**config.mk**
```make
export PLATFORM = sky130hd
export DESIGN_NAME = tqvp_uart_tx_fifo
export DESIGN_NICKNAME = d
export VERILOG_FILES = /design/src/rtl/tqvp_uart_pkg.sv /design/src/rtl/tqvp_uart_tx_fifo_core.sv /design/src/rtl/tqvp_uart_tx_fifo.sv
export SDC_FILE = /design/constraint.sdc
export NUM_CORES = 1
export LEC_CHECK = 0
export ABC_CLOCK_PERIOD_IN_PS = 3700
export BUFFER_PORTS_ARGS = -buffer_cell sky130_fd_sc_hd__buf_4
export CAP_MARGIN = 40
export CORE_ASPECT_RATIO = 0.7
export CORE_MARGIN = 2
export CORE_UTILIZATION = 61
export CTS_CLUSTER_DIAMETER = 120
export DETAILED_ROUTE_END_ITERATION = 16
export PLACE_DENSITY = 0.8
export SETUP_SLACK_MARGIN = 0.15
export SYNTH_ARGS = -nofsm -noshare
export SYNTH_HDL_FRONTEND = slang
export SYNTH_SLANG_ARGS = --single-unit
```
**constraint.sdc**
```tcl
create_clock -name clk -period 3.7 [get_ports clk]
set_clock_uncertainty 0.05 [all_clocks]
set_input_delay 0.185 -clock clk [delete_from_list [all_inputs] [get_ports clk]]
set_output_delay 0.185 -clock clk [all_outputs]
set_load 0.1 [all_outputs]
```
**src/rtl/tqvp_uart_pkg.sv**
```systemverilog
// Shared definitions for the TinyQV UART transmit peripheral: FSM encoding,
// register addresses and register bit positions.
package tqvp_uart_pkg;

    typedef enum logic [1:0] {
        ST_IDLE  = 2'd0,
        ST_START = 2'd1,
        ST_DATA  = 2'd2,
        ST_STOP  = 2'd3
    } tx_state_e;

    localparam logic [3:0] ADDR_DATA   = 4'h0;
    localparam logic [3:0] ADDR_STATUS = 4'h1;
    localparam logic [3:0] ADDR_CTRL   = 4'h2;

    localparam int STAT_BUSY  = 0;
    localparam int STAT_EMPTY = 1;
    localparam int STAT_FULL  = 2;
    localparam int STAT_OVF   = 3;
    localparam int STAT_EN    = 4;

    localparam int CTRL_EN      = 0;
    localparam int CTRL_FLUSH   = 1;
    localparam int CTRL_CLR_OVF = 2;

endpackage

```
**src/rtl/tqvp_uart_tx_fifo_core.sv**
```systemverilog
// 8N1 serializer: loads a byte when started from IDLE and shifts it out LSB
// first with one start bit and one stop bit.
module uart_tx_core
    import tqvp_uart_pkg::*;
#(
    parameter int CLKS_PER_BIT = 555
) (
    input  logic       clk,
    input  logic       rst_n,
    input  logic       start,
    input  logic [7:0] din,
    output logic       tx,
    output logic       busy,
    output logic       load_ack
);

    localparam int BW = (CLKS_PER_BIT > 1) ? $clog2(CLKS_PER_BIT) : 1;
    localparam logic [BW-1:0] BAUD_LAST = BW'(CLKS_PER_BIT - 1);

    tx_state_e     r_state;
    logic [BW-1:0] r_baud;
    logic [2:0]    r_bit;
    logic [7:0]    r_shift;
    logic          r_tx;
    logic          w_baud_done;

    assign w_baud_done = (r_baud == BAUD_LAST);
    // The byte is taken in the same cycle the FIFO pops it.
    assign load_ack    = start && (r_state == ST_IDLE);
    assign busy        = (r_state != ST_IDLE);
    assign tx          = r_tx;

    // Frame sequencer with baud-rate counter and registered line output.
    always_ff @(posedge clk or negedge rst_n) begin
        if (!rst_n) begin
            r_state <= ST_IDLE;
            r_baud  <= {BW{1'b0}};
            r_bit   <= 3'd0;
            r_shift <= 8'h00;
            r_tx    <= 1'b1;
        end else begin
            case (r_state)
                ST_IDLE: begin
                    r_baud <= {BW{1'b0}};
                    r_bit  <= 3'd0;
                    if (start) begin
                        r_shift <= din;
                        r_tx    <= 1'b0;
                        r_state <= ST_START;
                    end else begin
                        r_tx    <= 1'b1;
                    end
                end
                ST_START: begin
                    if (w_baud_done) begin
                        r_baud  <= {BW{1'b0}};
                        r_tx    <= r_shift[0];
                        r_state <= ST_DATA;
                    end else begin
                        r_baud  <= r_baud + BW'(1);
                    end
                end
                ST_DATA: begin
                    if (w_baud_done) begin
                        r_baud <= {BW{1'b0}};
                        if (r_bit == 3'd7) begin
                            r_tx    <= 1'b1;
                            r_state <= ST_STOP;
                        end else begin
                            r_shift <= {1'b0, r_shift[7:1]};
                            r_tx    <= r_shift[1];
                            r_bit   <= r_bit + 3'd1;
                        end
                    end else begin
                        r_baud <= r_baud + BW'(1);
                    end
                end
                ST_STOP: begin
                    if (w_baud_done) begin
                        r_baud  <= {BW{1'b0}};
                        r_state <= ST_IDLE;
                    end else begin
                        r_baud  <= r_baud + BW'(1);
                    end
                end
                default: begin
                    r_state <= ST_IDLE;
                    r_baud  <= {BW{1'b0}};
                    r_tx    <= 1'b1;
                end
            endcase
        end
    end

endmodule

```
**src/rtl/tqvp_uart_tx_fifo.sv**
```systemverilog
// TinyQV UART transmit peripheral: register decode and byte FIFO feeding
// the 8N1 serializer on uo_out[0].
module tqvp_uart_tx_fifo
    import tqvp_uart_pkg::*;
#(
    parameter int CLK_HZ = 64_000_000,
    parameter int BAUD   = 115200,
    parameter int DEPTH  = 16
) (
    input  logic       clk,
    input  logic       rst_n,
    input  logic [7:0] ui_in,
    output logic [7:0] uo_out,
    input  logic [3:0] address,
    input  logic       data_write,
    input  logic [7:0] data_in,
    output logic [7:0] data_out
);

    localparam int CLKS_PER_BIT = CLK_HZ / BAUD;
    localparam int AW = $clog2(DEPTH);
    localparam int CW = AW + 1;
    localparam logic [CW-1:0] COUNT_FULL = CW'(DEPTH);

    logic [7:0]    r_mem [DEPTH];
    logic [AW-1:0] r_wr_ptr;
    logic [AW-1:0] r_rd_ptr;
    logic [CW-1:0] r_count;
    logic          r_enable;
    logic          r_overflow;

    logic w_tx, w_busy, w_pop, w_start;
    logic w_empty, w_full, w_push_req, w_ctrl_wr, w_flush, w_push_ok, w_drop;
    logic w_unused;

    assign w_empty    = (r_count == {CW{1'b0}});
    assign w_full     = (r_count == COUNT_FULL);
    assign w_push_req = data_write && (address == ADDR_DATA);
    assign w_ctrl_wr  = data_write && (address == ADDR_CTRL);
    assign w_flush    = w_ctrl_wr && data_in[CTRL_FLUSH];
    // A simultaneous pop frees a slot, so a full FIFO can still accept.
    assign w_push_ok  = w_push_req && !w_flush && (!w_full || w_pop);
    assign w_drop     = w_push_req && !w_flush && !w_push_ok;
    assign w_start    = r_enable && !w_empty;
    assign uo_out     = {7'b0000000, w_tx};
    assign w_unused   = &{1'b0, ui_in};

    uart_tx_core #(
        .CLKS_PER_BIT (CLKS_PER_BIT)
    ) u_core (
        .clk      (clk),
        .rst_n    (rst_n),
        .start    (w_start),
        .din      (r_mem[r_rd_ptr]),
        .tx       (w_tx),
        .busy     (w_busy),
        .load_ack (w_pop)
    );

    // FIFO storage, pointers and occupancy; flush takes priority over push.
    always_ff @(posedge clk or negedge rst_n) begin
        if (!rst_n) begin
            for (int i = 0; i < DEPTH; i++) begin
                r_mem[i] <= 8'h00;
            end
            r_wr_ptr <= {AW{1'b0}};
            r_rd_ptr <= {AW{1'b0}};
            r_count  <= {CW{1'b0}};
        end else if (w_flush) begin
            r_wr_ptr <= {AW{1'b0}};
            r_rd_ptr <= {AW{1'b0}};
            r_count  <= {CW{1'b0}};
        end else begin
            if (w_push_ok) begin
                r_mem[r_wr_ptr] <= data_in;
                r_wr_ptr        <= r_wr_ptr + AW'(1);
            end
            if (w_pop) begin
                r_rd_ptr <= r_rd_ptr + AW'(1);
            end
            case ({w_push_ok, w_pop})
                2'b10:   r_count <= r_count + CW'(1);
                2'b01:   r_count <= r_count - CW'(1);
                default: r_count <= r_count;
            endcase
        end
    end

    // Control register and sticky overflow flag.
    always_ff @(posedge clk or negedge rst_n) begin
        if (!rst_n) begin
            r_enable   <= 1'b1;
            r_overflow <= 1'b0;
        end else begin
            if (w_ctrl_wr) begin
                r_enable <= data_in[CTRL_EN];
            end
            if (w_ctrl_wr && data_in[CTRL_CLR_OVF]) begin
                r_overflow <= 1'b0;
            end else if (w_drop) begin
                r_overflow <= 1'b1;
            end
        end
    end

    // Register read mux.
    always_comb begin
        data_out = 8'h00;
        case (address)
            ADDR_DATA: begin
                data_out = 8'(r_count);
            end
            ADDR_STATUS: begin
                data_out                = 8'h00;
                data_out[STAT_BUSY]     = w_busy;
                data_out[STAT_EMPTY]    = w_empty;
                data_out[STAT_FULL]     = w_full;
                data_out[STAT_OVF]      = r_overflow;
                data_out[STAT_EN]       = r_enable;
            end
            ADDR_CTRL: begin
                data_out = {7'b0000000, r_enable};
            end
            default: begin
                data_out = 8'h00;
            end
        endcase
    end

endmodule

```
==> metrics.csv, run 1 <==
metric,value,unit
postRouteAntennaNets,0,
synthFlopType,dfrtp_1,
synth_top_area_share,0.4957,
nNetsFinal,670,
rr_startpoint,r_count[1],
ir_drop,353.7,µV
gp_congestion,0.8439,
syn2layout_area_growth,9.118,%
power_leakage,4.348,nW
start_util,0.6298,
grt_max_degree,97,
synthCells,624,
cts.htree.levels,4,
cts_buffers,17,
grt_pass1_vias,5354,
crit_path_max_fanout,8,
synthTopCellsByArea,"dfrtp_1, mux2_2, mux4_2",
grt_pass1_wl,27940,µm
final.min_clock_period,3.243,ns
wire_per_inst,20.16,µm
synth_edf_count,0,
endpoint_kind,flop,
worstPathRequired,4.00,ns
fp.dieH,101.8,µm
die_area,0.01462,mm²
post-route-cell-area,0.009089,mm²
clk-insertion-delay-late,0.43,ns
grt_use_total,0.2550,
slowest_delay,0.68,ns
rsz0062_at_grt,false,
worstSetupPathType,flop to flop,
drive_gt1_frac,0.3717,
hold_viol,0,
max_slew.worst_pin.slew,0.8854,ns
synth-seq-cells,167,
yosys.area.top_type,dfrtp_1,
reg2reg_to,r_count[4],
async_reset_ff_frac,1.000,
core,0.01323,mm²
clk_pin_slew,0.07,ns
crit_chain,"or4_1, o21ai_0, nor2_1, xor2_1, ha_1, o31a_1, a2111oi_0, a21o_1, nand2_1, a21oi_1",
power_density,625.2,mW/mm²
arrival,3.54,ns
crit_start,r_count[1],
crit_path_end,r_count[4],
synth_warnings,0,
ys_seq_area_frac,0.5020,
via_per_inst,6.103,
clock_tree.buffer_depth,2,
syn_area_per_cell,13.35,µm²
first_pass_iters,5,
slew_violations,0,
crit_path_start_kind,flop,
finalCritPeriodShare,0.8764,
clock-sinks,167,
cts_resized,0,
ys_types,59,
rows,35,
fin_tns_setup,0,ns
synth_area,0.008329,mm²
port_buffers,20,
crit_path_top_delay_cell,or4_1,
die_w,143.7,µm
r2r_slack,0.46,ns
setup_viol,0,
r2r_cells,10,
fmax,0.3084,GHz
dpl_cell_area,0.008503,mm²
nFillCells,919,
cts_tree,built,
antenna_found_initial,0,
routed_wl,16690,µm
clock-root-buffer,clkbuf_16,
vias,5053,
hold_path.class,input port to flop,
route.detailed.drc,0,
status,finished clean,
drv_cap,0,
num_antenna_cells,0,
overflow,0,
io_pins,39,
dp_hpwl,11200,µm
drt_iter0_markers,373,
slew_headroom,0.4097,
[state kept, by name, indices dropped and copies added (netlist names)]
signal,cells
r_overflow,1
r_wr_ptr,4
u_core.tx,1
u_core.r_shift,8
u_core.r_baud,10
r_rd_ptr,4
r_count,5
r_enable,1
u_core.r_state,2
u_core.r_bit,3
r_mem,128
[final cells by class]
type	count	area, µm²	share of cell area
Sequential cell	167	4183	0.4602
Multi-Input combinational cell	410	3851	0.4237
Clock buffer	21	470.5	0.05176
Timing Repair Buffer	28	231.5	0.02547
Tap cell	185	231.5	0.02547
Clock inverter	10	95.09	0.01046
Inverter	7	26.28	0.002891
[critical path, delay by kind of cell, from the launching register on]
kind                       cells  cell delay (ns)
AOI/OAI and AO/OA              5             1.42
xor gates and xnor gates       1             0.16
adders and majority gates      1             0.23
DFF                            1             0.47
and+or+nand+nor                3             0.85
[layer usage]
layer / wire (µm) / vias to the layer above / global-route usage / part of all wire
li1: - / 2283 / - / -
met1: 7858 / 2641 / 0.3781 / 0.47
met2: 7847 / 121 / 0.3916 / 0.47
met3: 908 / 8 / 0.05910 / 0.054
met4: 76 / 0 / 0.05656 / 0.0046
met5: 0 / - / 0 / 0
[through the flow]
step                      power [mW]  instances  utilization  hold slack (ns)  setup slack (ns)
after floorplan                3.641        633            -          -0.1606            0.6876
after global placement         3.919        795       0.6430           0.2745            0.5431
after detailed placement       4.019        795       0.6430           0.2930            0.4875
after CTS                      5.710        828       0.6872          0.09035            0.4765
after global routing           6.005        828       0.6872           0.1028            0.2178
final                          5.682        828       0.6872          0.09779            0.4574
[cells in the final DEF (no fill, tap or decap), types with 4 or more instances in the layout]
cell type	count
nand2_4	5
a31oi_1	4
conb_1	10
clkbuf_16	17
nand2_1	16
buf_4	24
nand2_2	7
xor2_1	9
o21ai_0	9
ha_1	16
mux2_2	124
xnor2_1	8
nand3_1	6
a21oi_1	31
and2_1	8
nor2_1	41
dfrtp_1	164
a22oi_1	16
mux2i_1	7
mux2_1	7
nand3_4	4
nor2b_1	7
inv_1	7
mux4_2	32
[synthesized netlist by cell type (all sizes together) (2+ instances only)]
cell,n
nor2,41
a211oi,2
nor4,3
inv,7
and3,3
a21oi,31
or4,2
xor2,9
a31oi,4
mux2,131
a41oi,2
dfrtp,165
dfstp,2
ha,16
mux2i,7
clkbuf,26
nand2,28
and4,2
nor3b,2
o22ai,2
nor2b,7
or2,3
and2,8
nand4,2
nand2b,3
a22oi,16
buf,23
o21ai,10
mux4,32
a221oi,2
xnor2,8
nand3,10
[how the worst min path moves through the flow]
stage / from / endpoint / slack [ns] / cells after the start
finish: data_in[4] / r_mem[4] / 0.1 / 2
global route: data_in[4] / r_mem[4] / 0.10 / 2
CTS: data_in[1] / r_mem[17] / 0.09 / 2
detailed placement: rst_n / r_mem[93] / 0.29 / 1
global placement: rst_n / r_mem[93] / 0.27 / 1
floorplan: rst_n / r_count[0] / -0.16 / 0
[report_power, final]
group          switching, mW  internal, mW  total, mW  leakage, nW
combinational          0.889         0.687       1.58         1.81
sequential             0.293          2.12       2.41         2.26
clock                  0.717         0.978       1.70        0.276
total                   1.90          3.78       5.68         4.35
[cell families after synthesis]
logic type / after synthesis / share of synthesized area
AO/OA/AOI/OAI: 78 / 0.06114
XOR/XNOR: 17 / 0.01788
adder cells (fa/ha/maj): 16 / 0.02403
buffers and inverters: 56 / 0.03966
flip-flops: 167 / 0.5020
multiplexers: 170 / 0.2720
other: 1 / 0.0004502
AND/OR/NAND/NOR: 119 / 0.08277
[timing repair]
action | in CTS | in global routing
setup buffers | 0 | 0
hold buffers | 2 | 0
endpoints found under the hold margin | 94 | 0
No activity file was read; power rests on OpenSTA's default activity.
==> run 2: changes to the inputs <==
--- a/config.mk
+++ b/config.mk
@@ -13,6 +13,7 @@
 export CORE_UTILIZATION = 61
 export CTS_CLUSTER_DIAMETER = 120
 export DETAILED_ROUTE_END_ITERATION = 16
+export MAX_ROUTING_LAYER = met4
 export PLACE_DENSITY = 0.8
 export SETUP_SLACK_MARGIN = 0.15
 export SYNTH_ARGS = -nofsm -noshare
==> run 2 against run 1 <==
  * Cell count up 0.24%
  * Combinational power up 3%
  * First-iteration DRC count down 1.1%
  * Critical path depth down 2
  * Sequential cell count unchanged
  * Register-to-register slack better by 0.06 ns
  * Sequential share of layout area down 0.82 points
  * Worst hold slack better by 0.0056 ns
  * Die area unchanged
  * Sequential power about the same
  * Routed wire length up 5.3%
  * Highest routed layer unchanged
==> metrics.csv, run 2 (synthesized netlist as in run 1, its figures left out) <==
metric,value,unit
reg2reg_to,r_count[2],
via_per_inst,6.225,
start_util,0.6298,
clock-sinks,167,
r2r_cells,8,
finalCritPeriodShare,0.8602,
slew_headroom,0.3839,
grt_max_degree,81,
layout_common_cells,"dfrtp_1, mux2_2, nor2_1, mux4_2, a21oi_1",
io_pins,39,
p_sw_frac,0.3187,
hold_viol,0,
intPower,4.158,mW
cp_common_cell,or4_1,
power_density,659.4,mW/mm²
crit_family,simple AND/OR/NAND/NOR gates,
wl_met1,8119,µm
drive_gt1_frac,0.3767,
hold_path_depth,2,
wire_per_inst,21.18,µm
max_slew.worst_pin.slew,0.9223,ns
core,0.01323,mm²
clock_tree.buffer_depth,2,
pre_cts_slack,0.3748,ns
grt_use_total,0.2711,
rows,35,
first_pass_iters,4,
die_w,143.7,µm
crit_path_start_kind,flop,
num_antenna_cells,0,
hold_path.class,input port to flop,
ir_drop,415.0,µV
min-delay-start,data_in[7],
dp_hpwl,11610,µm
reg_top3,"r_mem x128, u_core.r_baud x10, u_core.r_shift x8",
worstSetupPathType,flop to flop,
setup_ws,0.5173,ns
final.min_clock_period,3.183,ns
drt_iter0_markers,369,
fp.dieH,101.8,µm
rsz0062_at_grt,false,
clk-insertion-delay-late,0.42,ns
slew_violations,0,
grt_pass1_vias,5266,
drv_cap,0,
clock-root-buffer,clkbuf_16,
port_buffers,20,
p_sw,1.944,mW
whs_endpoint,r_mem[39],
rr_startpoint,r_count[1],
cts_buffers,17,
nNetsFinal,671,
arrival,3.44,ns
vias,5167,
power.total,6.102,mW
overflow,0,
pwr-share-comb,0.268,
crit_chain,"or4_1, o21ai_0, nor2_1, xor2_1, ha_1, or4_1, a32oi_1, a21bo_2",
p_seq_frac,0.391,
cts.htree.levels,4,
endpoint_kind,flop,
largest_register,r_mem,
path_buf_inv,0,
setup_viol,0,
wl_met3,854,µm
grt_pass1_wl,28520,µm
met2_length,8420,µm
route.detailed.drc,0,
routed_wl,17580,µm
die_area,0.01462,mm²
largest_reg_flops,128,
crit_start,r_count[1],
cts_tree,built,
crit_path_top_delay_cell,or4_1,
gp_congestion,0.8617,
fmax,0.3142,GHz
postRouteAntennaNets,0,
status,finished clean,
antenna_found_initial,0,
slowest_delay,0.68,ns
worstPathRequired,3.96,ns
clkPwrFrac,0.341,
crit_path_max_fanout,8,
clk_pin_slew,0.06,ns
fin_tns_setup,0,ns
cts_setup_buffers,0,
dr.max_layer_used,met4,
r2r_slack,0.52,ns
syn2layout_area_growth,11.10,%
final_common_cell,dfrtp_1,
power_leakage,4.424,nW
-- run 2: layer usage --
metal | up-vias | global-route usage
li1 | 2273 | -
met1 | 2732 | 0.3771
met2 | 143 | 0.4154
met3 | 19 | 0.05296
met4 | 0 | 0.07315
met5 | - | -
-- run 2: cell type report --
cell class	count	area, µm²
clock inverter	15	271.5
timing repair buffer	29	259.0
sequential	167	4183
tap	185	231.5
fill	897	3971
multi-input combinational	410	3857
clock buffer	17	425.4
inverter	7	26.28
-- run 2: power by group through the flow --
stage	logic (mW)	clock network, mW	registers [mW]
floorplan	1.35	0	2.29
global placement	1.54	0	2.39
detailed placement	1.62	0	2.41
CTS	1.64	2.11	2.38
global route	1.80	2.21	2.43
finish	1.63	2.08	2.38
-- run 2: through the flow --
| stage | hold WS (ns) | util | instance area (µm²) | instances |
|---|---|---|---|---|
| after CTS | 0.09055 | 0.6992 | 9248 | 830 |
| final | 0.1034 | 0.6997 | 9254 | 830 |
| after global routing | 0.1009 | 0.6997 | 9254 | 830 |
| after global placement | 0.3172 | 0.6430 | 8503 | 795 |
| after detailed placement | 0.02746 | 0.6450 | 8531 | 796 |
| after floorplan | -0.1606 | - | 8363 | 633 |
-- run 2: timing repair --
item,4_1_cts,5_1_grt
endpoints found under the hold margin,107,0
hold buffers,2,0
setup endpoints to repair,0,1
gates resized for setup,0,2
-- run 2: worst max path at each step --
stage / depth (start not counted) / endpoint
after detailed placement: 10 / r_count[4]
after global placement: 10 / r_count[4]
after global routing: 10 / r_count[4]
after CTS: 10 / r_count[4]
final: 8 / r_count[2]
after floorplan: 12 / r_count[4]
-- run 2: worst reg2reg max path: stages (launching register included) --
cell and delay, ns:
dfrtp_1 0.47, or4_1 0.68, o21ai_0 0.39, nor2_1 0.13
xor2_1 0.16, ha_1 0.23, or4_1 0.56, a32oi_1 0.18
a21bo_2 0.23
==> run 3: changes to the inputs <==
--- a/config.mk
+++ b/config.mk
@@ -9,12 +9,12 @@
 export BUFFER_PORTS_ARGS = -buffer_cell sky130_fd_sc_hd__buf_4
 export CAP_MARGIN = 40
 export CORE_ASPECT_RATIO = 0.7
-export CORE_MARGIN = 2
+export CORE_MARGIN = 5
 export CORE_UTILIZATION = 61
 export CTS_CLUSTER_DIAMETER = 120
 export DETAILED_ROUTE_END_ITERATION = 16
 export MAX_ROUTING_LAYER = met4
-export PLACE_DENSITY = 0.8
+export PLACE_DENSITY_LB_ADDON = 0.3
 export SETUP_SLACK_MARGIN = 0.15
 export SYNTH_ARGS = -nofsm -noshare
 export SYNTH_HDL_FRONTEND = slang
==> run 3 against run 2 <==
  * Combinational power is essentially flat
  * Worst hold slack improved by 0.011 ns
  * Total power is 4.0% lower
  * Via count fell by 0.87%
  * Design area shrank 1.4%
  * Clock-buffer cell count grew 1
  * Core utilization shrank 1.2 points
  * Sequential power barely moved
==> metrics.csv, run 3 (synthesized netlist as in run 1, its figures left out) <==
metric,value,unit
status,finished clean,
finalCritPeriodShare,0.8784,
grt_max_degree,88,
via_per_inst,6.193,
clock_tree.buffer_depth,2,
rsz0062_at_grt,false,
reg_top3,"r_mem x128, u_core.r_baud x10, u_core.r_shift x8",
io_pins,39,
drt_iter0_markers,425,
die_w,149.7,µm
dp_hpwl,11660,µm
ir_drop,406.1,µV
wire_per_inst,21.51,µm
hold_path.class,input port to flop,
start_util,0.6277,
intPower,3.876,mW
worstPathRequired,3.95,ns
syn2layout_area_growth,9.509,%
cts_tree,built,
whs,0.1139,ns
final_common_cell,dfrtp_1,
first_pass_iters,5,
worstSetupPathType,flop to flop,
cts.htree.levels,4,
antenna_found_initial,0,
pwr-share-comb,0.281,
arrival,3.50,ns
p_sw,1.981,mW
largest_reg_flops,128,
vias,5122,
fin_tns_setup,0,ns
rows,35,
overflow,0,
setup_viol,0,
grt_use_total,0.2458,
route.detailed.drc,0,
routed_wl,17790,µm
p_seq_frac,0.404,
clock-sinks,167,
slew_violations,0,
endpoint_kind,flop,
layout_common_cells,"dfrtp_1, mux2_2, nor2_1, mux4_2, a21oi_1",
max_slew.worst_pin.slew,0.8076,ns
p_sw_frac,0.3382,
cts_buffers,17,
clk-insertion-delay-late,0.43,ns
core,0.01327,mm²
power_leakage,4.361,nW
die_area,0.01613,mm²
port_buffers,20,
grt_pass1_vias,5376,
crit_path_max_fanout,8,
fp.dieH,107.8,µm
drive_gt1_frac,0.3707,
clk_pin_slew,0.07,ns
final.min_clock_period,3.250,ns
clkPwrFrac,0.315,
power_density,642.2,mW/mm²
hold_viol,0,
gp_congestion,0.8511,
slew_headroom,0.4616,
crit_path_start_kind,flop,
drv_cap,0,
clock-root-buffer,clkbuf_16,
fmax,0.3077,GHz
largest_register,r_mem,
grt_pass1_wl,29330,µm
nNetsFinal,668,
postRouteAntennaNets,0,
num_antenna_cells,0,
==> run 3: cell types whose count changed in the layout (fill, tap and decap cells not counted), sizes merged <==
cell	delta
inv	+3
buf	-3
clkbuf	+1
bufinv	-4
==> run 3: power by group through the flow <==
stage	combinational (mW)	clock [mW]	sequential (mW)
floorplan	1.35	0	2.29
global placement	1.57	0	2.36
detailed placement	1.64	0	2.39
CTS	1.65	1.87	2.36
global route	1.81	1.95	2.40
finish	1.65	1.85	2.36
==> run 3: metal layers <==
| metal | global-route usage | wire [µm] | up-vias |
|---|---|---|---|
| met2 | 0.3716 | 8435 | 141 |
| met4 | 0.07050 | 228 | 0 |
| met1 | 0.3473 | 8231 | 2694 |
| li1 | - | - | 2267 |
| met5 | - | 0 | - |
| met3 | 0.04377 | 894 | 20 |
==> run 3: final timing paths <==
check / startpoint / endpoint / slack (ns) / cells after the start
worst max-delay path: r_count[1] / r_count[4] / 0.45 / 10
worst min-delay path: data_in[3] / r_mem[27] / 0.11 / 2
worst max register to register: r_count[1] / r_count[4] / 0.45 / 10
worst min register to register: r_mem[68] / r_mem[68] / 0.45 / 1
max in group asynchronous: rst_n / r_mem[42] / 2.39 / 3
min in group asynchronous: rst_n / r_mem[81] / 0.32 / 2
==> run 3: final cells by class <==
class / instances / area [µm²]
tap: 185 / 231.5
fill: 890 / 4148
multi-input combinational: 410 / 3851
sequential: 167 / 4183
clock buffer: 18 / 429.2
timing repair buffer: 26 / 216.5
clock inverter: 14 / 183.9
inverter: 7 / 26.28
==> run 3: worst max-delay path, cell delays in order, from the launching register on <==
cell	delay (ns)
dfrtp_1	0.47
or4_1	0.69
o21ai_1	0.31
nor2_1	0.12
xor2_1	0.16
ha_1	0.23
o31a_1	0.24
a2111oi_0	0.49
nor2_1	0.10
a21oi_1	0.19
a21oi_1	0.08
==> run 3: metrics by stage <==
step,total power [mW],setup slack [ns],instances,instance area (µm²),utilization
after floorplan,3.641,0.6876,633,8363,-
after global placement,3.936,0.5278,793,8488,0.6397
after detailed placement,4.030,0.4038,793,8488,0.6397
after CTS,5.885,0.3801,827,9121,0.6874
after global routing,6.168,0.2402,827,9121,0.6874
final,5.857,0.4499,827,9121,0.6874
==> run 3: timing repair <==
item / in CTS / in global routing
setup endpoints to repair: 0 / 1
gates resized for setup: 0 / 1
buffers inserted: 0 / 0
hold endpoints to repair: 79 / 0
hold buffers: 2 / 0
